`config.mk`:
```
export PLATFORM = sky130hd
export DESIGN_NAME = pipe_stage_buf
export DESIGN_NICKNAME = d
export VERILOG_FILES = /design/src/rtl/pipe_pkg.sv /design/src/rtl/pipe_slot_reg.sv /design/src/rtl/pipe_stage_buf.sv
export SDC_FILE = /design/constraint.sdc
export NUM_CORES = 1
export LEC_CHECK = 0
export CORE_ASPECT_RATIO = 0.7
export CORE_UTILIZATION = 41
export DETAILED_ROUTE_END_ITERATION = 8
export PLACE_DENSITY = 0.66
export SYNTH_ARGS = -nofsm -noshare
export SYNTH_HDL_FRONTEND = slang
export SYNTH_SLANG_ARGS = --single-unit
```
`constraint.sdc`:
```
create_clock -name clk -period 10.2 [get_ports clk]
set_input_delay 2.04 -clock clk [delete_from_list [all_inputs] [get_ports clk]]
set_output_delay 2.04 -clock clk [all_outputs]
set_load 0.005 [all_outputs]
```
`src/rtl/pipe_pkg.sv`:
```
// Shared widths and control-field layout for the pipeline stage buffers.
package pipe_pkg;

  localparam int unsigned XLEN       = 32;
  localparam int unsigned REG_ADDR_W = 5;

  // ALUResult + WriteData + Rd + PCPlus4
  localparam int unsigned EM_DATA_W  = 2*XLEN + REG_ADDR_W + XLEN;

  typedef struct packed {
    logic       reg_write;
    logic [1:0] result_src;
    logic       mem_write;
  } pipe_em_ctrl_t;

  localparam int unsigned EM_CTRL_W  = $bits(pipe_em_ctrl_t);

endpackage

```
`src/rtl/pipe_slot_reg.sv`:
```
// One pipeline slot entry: valid + ctrl + data with load and clear enables.
// load wins over clr; clr drops only the valid bit, payload is kept.
module pipe_slot_reg #(
  parameter int unsigned CTRL_W = 4,
  parameter int unsigned DATA_W = 8
) (
  input  logic              clk,
  input  logic              rst,
  input  logic              load_i,
  input  logic              clr_i,
  input  logic [CTRL_W-1:0] ctrl_i,
  input  logic [DATA_W-1:0] data_i,
  output logic              valid_o,
  output logic [CTRL_W-1:0] ctrl_o,
  output logic [DATA_W-1:0] data_o
);

  logic              valid_q, valid_d;
  logic [CTRL_W-1:0] ctrl_q,  ctrl_d;
  logic [DATA_W-1:0] data_q,  data_d;

  // Next-state for the entry.
  always_comb begin
    valid_d = valid_q;
    ctrl_d  = ctrl_q;
    data_d  = data_q;
    if (load_i) begin
      valid_d = 1'b1;
      ctrl_d  = ctrl_i;
      data_d  = data_i;
    end else if (clr_i) begin
      valid_d = 1'b0;
    end
  end

  // Entry registers with asynchronous clear.
  always_ff @(posedge clk or posedge rst) begin
    if (rst) begin
      valid_q <= 1'b0;
      ctrl_q  <= '0;
      data_q  <= '0;
    end else begin
      valid_q <= valid_d;
      ctrl_q  <= ctrl_d;
      data_q  <= data_d;
    end
  end

  assign valid_o = valid_q;
  assign ctrl_o  = ctrl_q;
  assign data_o  = data_q;

endmodule

```
`src/rtl/pipe_stage_buf.sv`:
```
// Valid/ready pipeline stage register with stall, flush and optional skid entry.
// Optional perf counters (stall_cnt, kill_cnt) under PIPE_STAGE_PERF_CNT_EN.
module pipe_stage_buf
  import pipe_pkg::*;
#(
  parameter int unsigned CTRL_W = EM_CTRL_W,
  parameter int unsigned DATA_W = EM_DATA_W,
  parameter bit          SKID   = 1'b1,
  parameter int unsigned CNT_W  = 32
) (
  input  logic              clk,
  input  logic              rst,
  input  logic              flush_i,
  input  logic              in_valid,
  output logic              in_ready,
  input  logic [CTRL_W-1:0] in_ctrl,
  input  logic [DATA_W-1:0] in_data,
  output logic              out_valid,
  input  logic              out_ready,
  output logic [CTRL_W-1:0] out_ctrl,
  output logic [DATA_W-1:0] out_data
`ifdef PIPE_STAGE_PERF_CNT_EN
  ,
  output logic [CNT_W-1:0]  stall_cnt,
  output logic [CNT_W-1:0]  kill_cnt
`endif
);

  logic              m_valid, s_valid;
  logic [CTRL_W-1:0] m_ctrl,  s_ctrl;
  logic [DATA_W-1:0] m_data,  s_data;
  logic              m_load, m_clr, m_from_s, s_load, s_clr;
  logic              push, pop;
  logic [CTRL_W-1:0] m_ctrl_in;
  logic [DATA_W-1:0] m_data_in;

  // With a skid entry in_ready comes straight off a flop; without, it looks through.
  assign in_ready = SKID ? !s_valid : (!m_valid || out_ready);
  assign push     = in_valid && in_ready;
  assign pop      = m_valid && out_ready;

  // Entry update priority: flush, then refill M (from S first), then spill into S.
  always_comb begin
    m_load   = 1'b0;
    m_clr    = 1'b0;
    m_from_s = 1'b0;
    s_load   = 1'b0;
    s_clr    = 1'b0;
    if (flush_i) begin
      m_clr = 1'b1;
      s_clr = 1'b1;
    end else if (!m_valid || pop) begin
      if (s_valid) begin
        m_load   = 1'b1;
        m_from_s = 1'b1;
        s_clr    = 1'b1;
        s_load   = push;
      end else if (push) begin
        m_load = 1'b1;
      end else begin
        m_clr = 1'b1;
      end
    end else if (push && SKID) begin
      s_load = 1'b1;
    end
  end

  assign m_ctrl_in = m_from_s ? s_ctrl : in_ctrl;
  assign m_data_in = m_from_s ? s_data : in_data;

  pipe_slot_reg #(.CTRL_W(CTRL_W), .DATA_W(DATA_W)) u_main (
    .clk     (clk),
    .rst     (rst),
    .load_i  (m_load),
    .clr_i   (m_clr),
    .ctrl_i  (m_ctrl_in),
    .data_i  (m_data_in),
    .valid_o (m_valid),
    .ctrl_o  (m_ctrl),
    .data_o  (m_data)
  );

  if (SKID) begin : g_skid
    pipe_slot_reg #(.CTRL_W(CTRL_W), .DATA_W(DATA_W)) u_skid (
      .clk     (clk),
      .rst     (rst),
      .load_i  (s_load),
      .clr_i   (s_clr),
      .ctrl_i  (in_ctrl),
      .data_i  (in_data),
      .valid_o (s_valid),
      .ctrl_o  (s_ctrl),
      .data_o  (s_data)
    );
  end else begin : g_no_skid
    assign s_valid = 1'b0;
    assign s_ctrl  = '0;
    assign s_data  = '0;
  end

  assign out_valid = m_valid;
  assign out_ctrl  = m_valid ? m_ctrl : '0;
  assign out_data  = m_data;

`ifdef PIPE_STAGE_PERF_CNT_EN
  logic [CNT_W-1:0] stall_cnt_q, stall_cnt_d;
  logic [CNT_W-1:0] kill_cnt_q,  kill_cnt_d;

  // Saturating stall and kill counters.
  always_comb begin
    stall_cnt_d = stall_cnt_q;
    kill_cnt_d  = kill_cnt_q;
    if (m_valid && !out_ready && (stall_cnt_q != {CNT_W{1'b1}}))
      stall_cnt_d = stall_cnt_q + CNT_W'(1);
    if (flush_i && (m_valid || s_valid) && (kill_cnt_q != {CNT_W{1'b1}}))
      kill_cnt_d = kill_cnt_q + CNT_W'(1);
  end

  // Counter registers.
  always_ff @(posedge clk or posedge rst) begin
    if (rst) begin
      stall_cnt_q <= '0;
      kill_cnt_q  <= '0;
    end else begin
      stall_cnt_q <= stall_cnt_d;
      kill_cnt_q  <= kill_cnt_d;
    end
  end

  assign stall_cnt = stall_cnt_q;
  assign kill_cnt  = kill_cnt_q;
`else
  // Counter width is meaningless without the counters.
  logic unused_cnt_w;
  assign unused_cnt_w = ^32'(CNT_W);
`endif

endmodule

```
Word level (Yosys, flattened, before mapping)
Index checks and enable logic that the tools add are counted.
Widths: inputs -> output; s select.
{"block": "op_classes", "n_mux": 22, "n_reduce_logical": 7}
{"op": "$mux 101", "count": 1}
{"op": "$mux 1", "count": 19}
{"op": "$mux 4", "count": 2}
{"op": "$reduce_bool 2->1", "count": 2}
{"op": "$logic_and 1x1->1", "count": 2}
{"op": "$logic_not 1->1", "count": 2}
{"op": "$logic_or 1x1->1", "count": 1}
{"block": "word_totals", "reg_bits": 212, "in_bits": 110, "out_inout_bits": 107, "word_cells": 35}

Depth between registers and ports, before layout
{"block": "logic_depth", "depth_word": 8, "mapped_depth": 6, "depth_no_buf": 3}

By module
Synthesis repeated with hierarchy kept, for this count alone.
{"block": "unflattened", "hier_cells": 581, "hier_area_um2": 9735.6}
{"module": "pipe_slot_reg", "n_inst": 2, "cells_per_inst": 226, "area_per_inst_um2": 4093.9, "seq_area_each_um2": 2652.5}
{"module": "pipe_stage_buf", "n_inst": 1, "cells_per_inst": 129, "area_per_inst_um2": 1547.7, "seq_area_each_um2": 0.0}

Worst setup path after synthesis
Ideal clock, no wire load.
{"block": "synth_timing", "path_type": "input to register", "from": "in out_ready", "to": "reg u_main.ctrl_q[0] (netlist: u_main.ctrl_o[0])", "setup_ns": 0.125, "arrival_ns": 3.195, "required_time_ns": 10.075, "path_slack_ns": 6.880, "cell_stages": 5, "path_buffers": 2, "path_cell_list": "and2b_1 > nor3_4 > buf_2 > buf_4 > mux2_4"}
{"block": "synth_via", "elab_chain_cells": 5, "elab_cells_between_ends": 7, "classes_between": "mux: 5; reduce/logical: 2"}
{"item": "start, declared", "line_no": "pipe_stage_buf.sv:19", "text": "input logic out_ready,"}
{"item": "$logic_and 1x1->1 *", "line_no": "pipe_stage_buf.sv:40", "text": "assign pop = m_valid && out_ready;"}
{"item": "$logic_or 1x1->1 *", "line_no": "pipe_stage_buf.sv:52", "text": "end else if (!m_valid || pop) begin"}
{"item": "$mux 1", "line_no": "pipe_stage_buf.sv:52"}
{"item": "$mux 1", "line_no": "pipe_stage_buf.sv:49", "text": "if (flush_i) begin"}
{"item": "$mux 4", "line_no": "pipe_stage_buf.sv:68", "text": "assign m_ctrl_in = m_from_s ? s_ctrl : in_ctrl;"}
{"item": "end signal, assigned", "line_no": "pipe_slot_reg.sv:44", "text": "ctrl_q <= ctrl_d;"}
{"item": "end, declared", "line_no": "pipe_slot_reg.sv:19", "text": "logic [CTRL_W-1:0] ctrl_q, ctrl_d;"}
Every way passes the cells marked *; elsewhere a longest branch is shown, timed or not.
A chain may end at the register's enable or synchronous reset.

Final worst setup path
{"block": "layout_timing", "from": "in flush_i", "to": "reg u_main.data_q[40] (netlist: u_main.data_o[40])"}
{"block": "layout_via", "elab_chain_cells": 2, "elab_cells_between_ends": 3, "classes_between": "mux: 3"}
{"item": "start, declared", "line_no": "pipe_stage_buf.sv:13", "text": "input logic flush_i,"}
{"item": "$mux 1", "line_no": "pipe_stage_buf.sv:49"}
{"item": "$mux 101", "line_no": "pipe_stage_buf.sv:69", "text": "assign m_data_in = m_from_s ? s_data : in_data;"}
{"item": "end signal, assigned", "line_no": "pipe_slot_reg.sv:45", "text": "data_q <= data_d;"}
{"item": "end, declared", "line_no": "pipe_slot_reg.sv:20", "text": "logic [DATA_W-1:0] data_q, data_d;"}
Several ways; a longest one is shown, not always the timed one.

==> reports/results.md <==
* complete, no violations — status
* 0.0228 sq mm — area of the core
* multiplexers — combinational family with the most area after synthesis
* 0.173 — All-Layer GR Usage
* 1848 — number of inserted filler cells in the final layout
* 0.444 — layout cell share with drive strength beyond 1
* 0.00959 sq mm — cell area after technology mapping
* 18.5 microns — detailed-route wire length per cell
* 256 — Detailed Route Iter0 Violations
* 3 — Max Root-Sink Buffers
* 216 — count of input and output buffers
* 1 — depth of the CTS H-tree
* 7360 ps — slack of the worst reg-to-reg path
* 0.00822 — fraction of the mapped netlist area in simple logic gates
* 0 — number of instances resized during post-cts repair
* input pin to flip-flop — crit path kind
* input pin — type of element launching the critical path
* 0.409 — proportion of synthesized area in mux cells
* 1150 ps — Least-Margin Pin Slew
* 5.59 nW — Leak Pwr
* 0 — Antenna Violating Nets Remaining
* 212 — Sink Count
* 192 mW/mm^2 — power density over the cells
* 1114 — number of cells in the finished layout apart from fillers
* 0.000522 — synthesized-area fraction occupied by ao, oa, aoi and oai cells
* 0.747 — final weighted congestion in routability-driven placement
* 0 — final hold violation count
* 4.89 — Avg Vias per Cell
* 0 — count of maximum capacitance violations
* no — unrepaired setup endpoints after global routing
* 60 ps — CTS clk-pin slew, worst paths
* 0.204 — Comb power frac
* 0.232 — Slew HR
* 17 — post-synthesis cell type count
* 32.0% — area growth from synthesis to layout
* 0 — xor/xnor cell area share of the yosys netlist
* 4630 ps — clock period minus worst slack
* 0 — count of buffers added by post-CTS timing repair for setup
* 145 — pin count of the biggest net entering global routing
* 216 x sky130_fd_sc_hd__clkdlybuf4s50_1, 215 x sky130_fd_sc_hd__mux2_2, 212 x sky130_fd_sc_hd__dfrtp_1 — commonest cells after routing, fill and taps aside
* 1 — number of antenna violations at the first check in global routing
* 13500 microns — Detail Placement HPWL
* 217 — io pins
* 5.37 ps — skew final
* 5936 — vias in the first global route
* 0.454 — final period utilization
* 46 — std cell rows
* 212 — number of register bits inferred by synthesis
* 898 — # nets final
* 32700 microns — first-pass GRT wire length
* 6 — drt first pass iters
* 0.0240 sq mm — Total Die Area
* 5010 ps — Worst EP arrival
* 0.553 — proportion of synthesized chip area in sequential cells
* 113 uV — worst-case vdd ir drop
* 686 — number of nets in the synthesized netlist
* 0.233 — switching fraction of total power
* 23 — cts bufs inserted
* 0 — number of slew-limit violations in the final report
* flip-flop — kind of capture point of the worst setup path
* 185 microns — die width
* 0.462 — share of power burned in registers
* 0.421 — starting density of the core
* 0 — number of DRC violations after detailed routing
* 1075 — number of cells after detailed placement
* 0 — number of failing setup endpoints in the final timing report
* 216 MHz — peak clock frequency supported by timing
* 576 — gate count of the mapped netlist
* sky130_fd_sc_hd__clkbuf_16 — clock tree root driver cell
* 10580 ps — required time at the worst-slack endpoint
* 1.87 mW — Int Pwr
* 20600 microns — DRT Wirelength
* 0.569 mW — switching power of the nets
* sky130_fd_sc_hd__clkdlybuf4s50_1 — most common cell after layout, fill and taps aside
* 0 ps — post-route setup TNS
* 490 ps — clock latency at the later pin of the worst-skew pair
* flip-flop to flip-flop — min-delay worst type
* 16.7 sq um — Avg Cell Area, Syn
* 0 — synthesized-area fraction occupied by adder cells
* 130 microns — Die Y
* 500 ps — Hold WS
* 66 — crit path max fanout
* 0 — Hold-fix buffers, CTS
* 0.334 — part of the power in the clock network
* 5450 — total via count in the routed design
* 0 — total gr overflow
* 0 — number of warnings issued by yosys
* done — CTS tree
## worst max-delay path, stage by stage
cell and delay (ps):
sky130_fd_sc_hd__clkdlybuf4s50_1 580, sky130_fd_sc_hd__nand2b_4 590, sky130_fd_sc_hd__buf_4 950, sky130_fd_sc_hd__mux2_2 430
sky130_fd_sc_hd__mux2_2 270
## per-stage QoR
stage | utilization | cell area (sq um) | worst slack (ps) | power (mW)
2_1_floorplan | - | 9590 | 2370 | 1.37
3_3_place_gp | 0.524 | 11900 | 5140 | 1.61
3_5_place_dp | 0.524 | 11900 | 5060 | 1.64
6_report | 0.556 | 12700 | 5570 | 2.44
4_1_cts | 0.555 | 12700 | 5600 | 2.47
5_1_grt | 0.555 | 12700 | 5470 | 2.56
## flip-flops by register name (all words and copies together) (netlist names)
name                   flops
g_skid.u_skid.valid_o      1
u_main.data_o            101
u_main.ctrl_o              4
g_skid.u_skid.ctrl_o       4
g_skid.u_skid.data_o     101
u_main.valid_o             1
## power by group through the flow
stage / combinational (mW) / clock (mW) / sequential, mW
after floorplan: 0.254 / 0 / 1.12
after global placement: 0.488 / 0 / 1.13
after detailed placement: 0.503 / 0 / 1.14
after CTS: 0.506 / 0.841 / 1.13
after global routing: 0.538 / 0.872 / 1.15
final: 0.498 / 0.814 / 1.13
## logic make-up after synthesis
logic type             count (synthesis)
buffers and inverters                 36
AO/OA/AOI/OAI                          1
flip-flops                           212
AND/OR/NAND/NOR                       12
multiplexers                         315
## routing by layer
metal,GRT usage,part of all wire,up-vias
li1,-,-,2489
met1,0.248,0.48,2778
met2,0.261,0.43,160
met3,0.0555,0.081,23
met4,0.0282,0.012,0
met5,0,0,-
## synthesized netlist by cell type
cell type | number | area [sq um]
sky130_fd_sc_hd__a21oi_1 | 1 | 5.00
sky130_fd_sc_hd__and2_1 | 4 | 25.0
sky130_fd_sc_hd__and2b_1 | 1 | 7.51
sky130_fd_sc_hd__buf_12 | 5 | 100
sky130_fd_sc_hd__buf_2 | 22 | 110
sky130_fd_sc_hd__buf_4 | 5 | 37.5
sky130_fd_sc_hd__buf_6 | 1 | 11.3
sky130_fd_sc_hd__buf_8 | 1 | 15.0
sky130_fd_sc_hd__dfrtp_1 | 212 | 5310
sky130_fd_sc_hd__inv_1 | 2 | 7.51
sky130_fd_sc_hd__mux2_2 | 215 | 2420
sky130_fd_sc_hd__mux2_4 | 100 | 1500
sky130_fd_sc_hd__nand2b_1 | 2 | 12.5
sky130_fd_sc_hd__nand3_1 | 1 | 5.00
sky130_fd_sc_hd__nor2_1 | 2 | 7.51
sky130_fd_sc_hd__nor3_1 | 1 | 5.00
sky130_fd_sc_hd__nor3_4 | 1 | 16.3
## layout make-up
cell class | instances | area [sq um] | share of cell area
inverter | 2 | 15.0 | 0.00119
antenna | 2 | 5.00 | 0.000395
tap | 312 | 390 | 0.0308
clock buffer | 33 | 653 | 0.0516
multi-input combinational | 328 | 4030 | 0.318
timing repair buffer | 221 | 2200 | 0.174
clock inverter | 4 | 70.1 | 0.00553
sequential | 212 | 5310 | 0.419
## final timing paths
kind / end / cells past startpoint / startpoint
setup / recovery: u_main.data_o[40] / 5 / flush_i
min in group asynchronous: u_main.data_o[56] / 2 / rst
max in group asynchronous: g_skid.u_skid.data_o[10] / 3 / rst
hold reg to reg: g_skid.u_skid.data_o[47] / 1 / g_skid.u_skid.data_o[47]
hold / removal: g_skid.u_skid.data_o[47] / 1 / g_skid.u_skid.data_o[47]
setup reg to reg: u_main.data_o[40] / 4 / g_skid.u_skid.valid_o
Note: power is estimated with default switching activity, not from simulation.
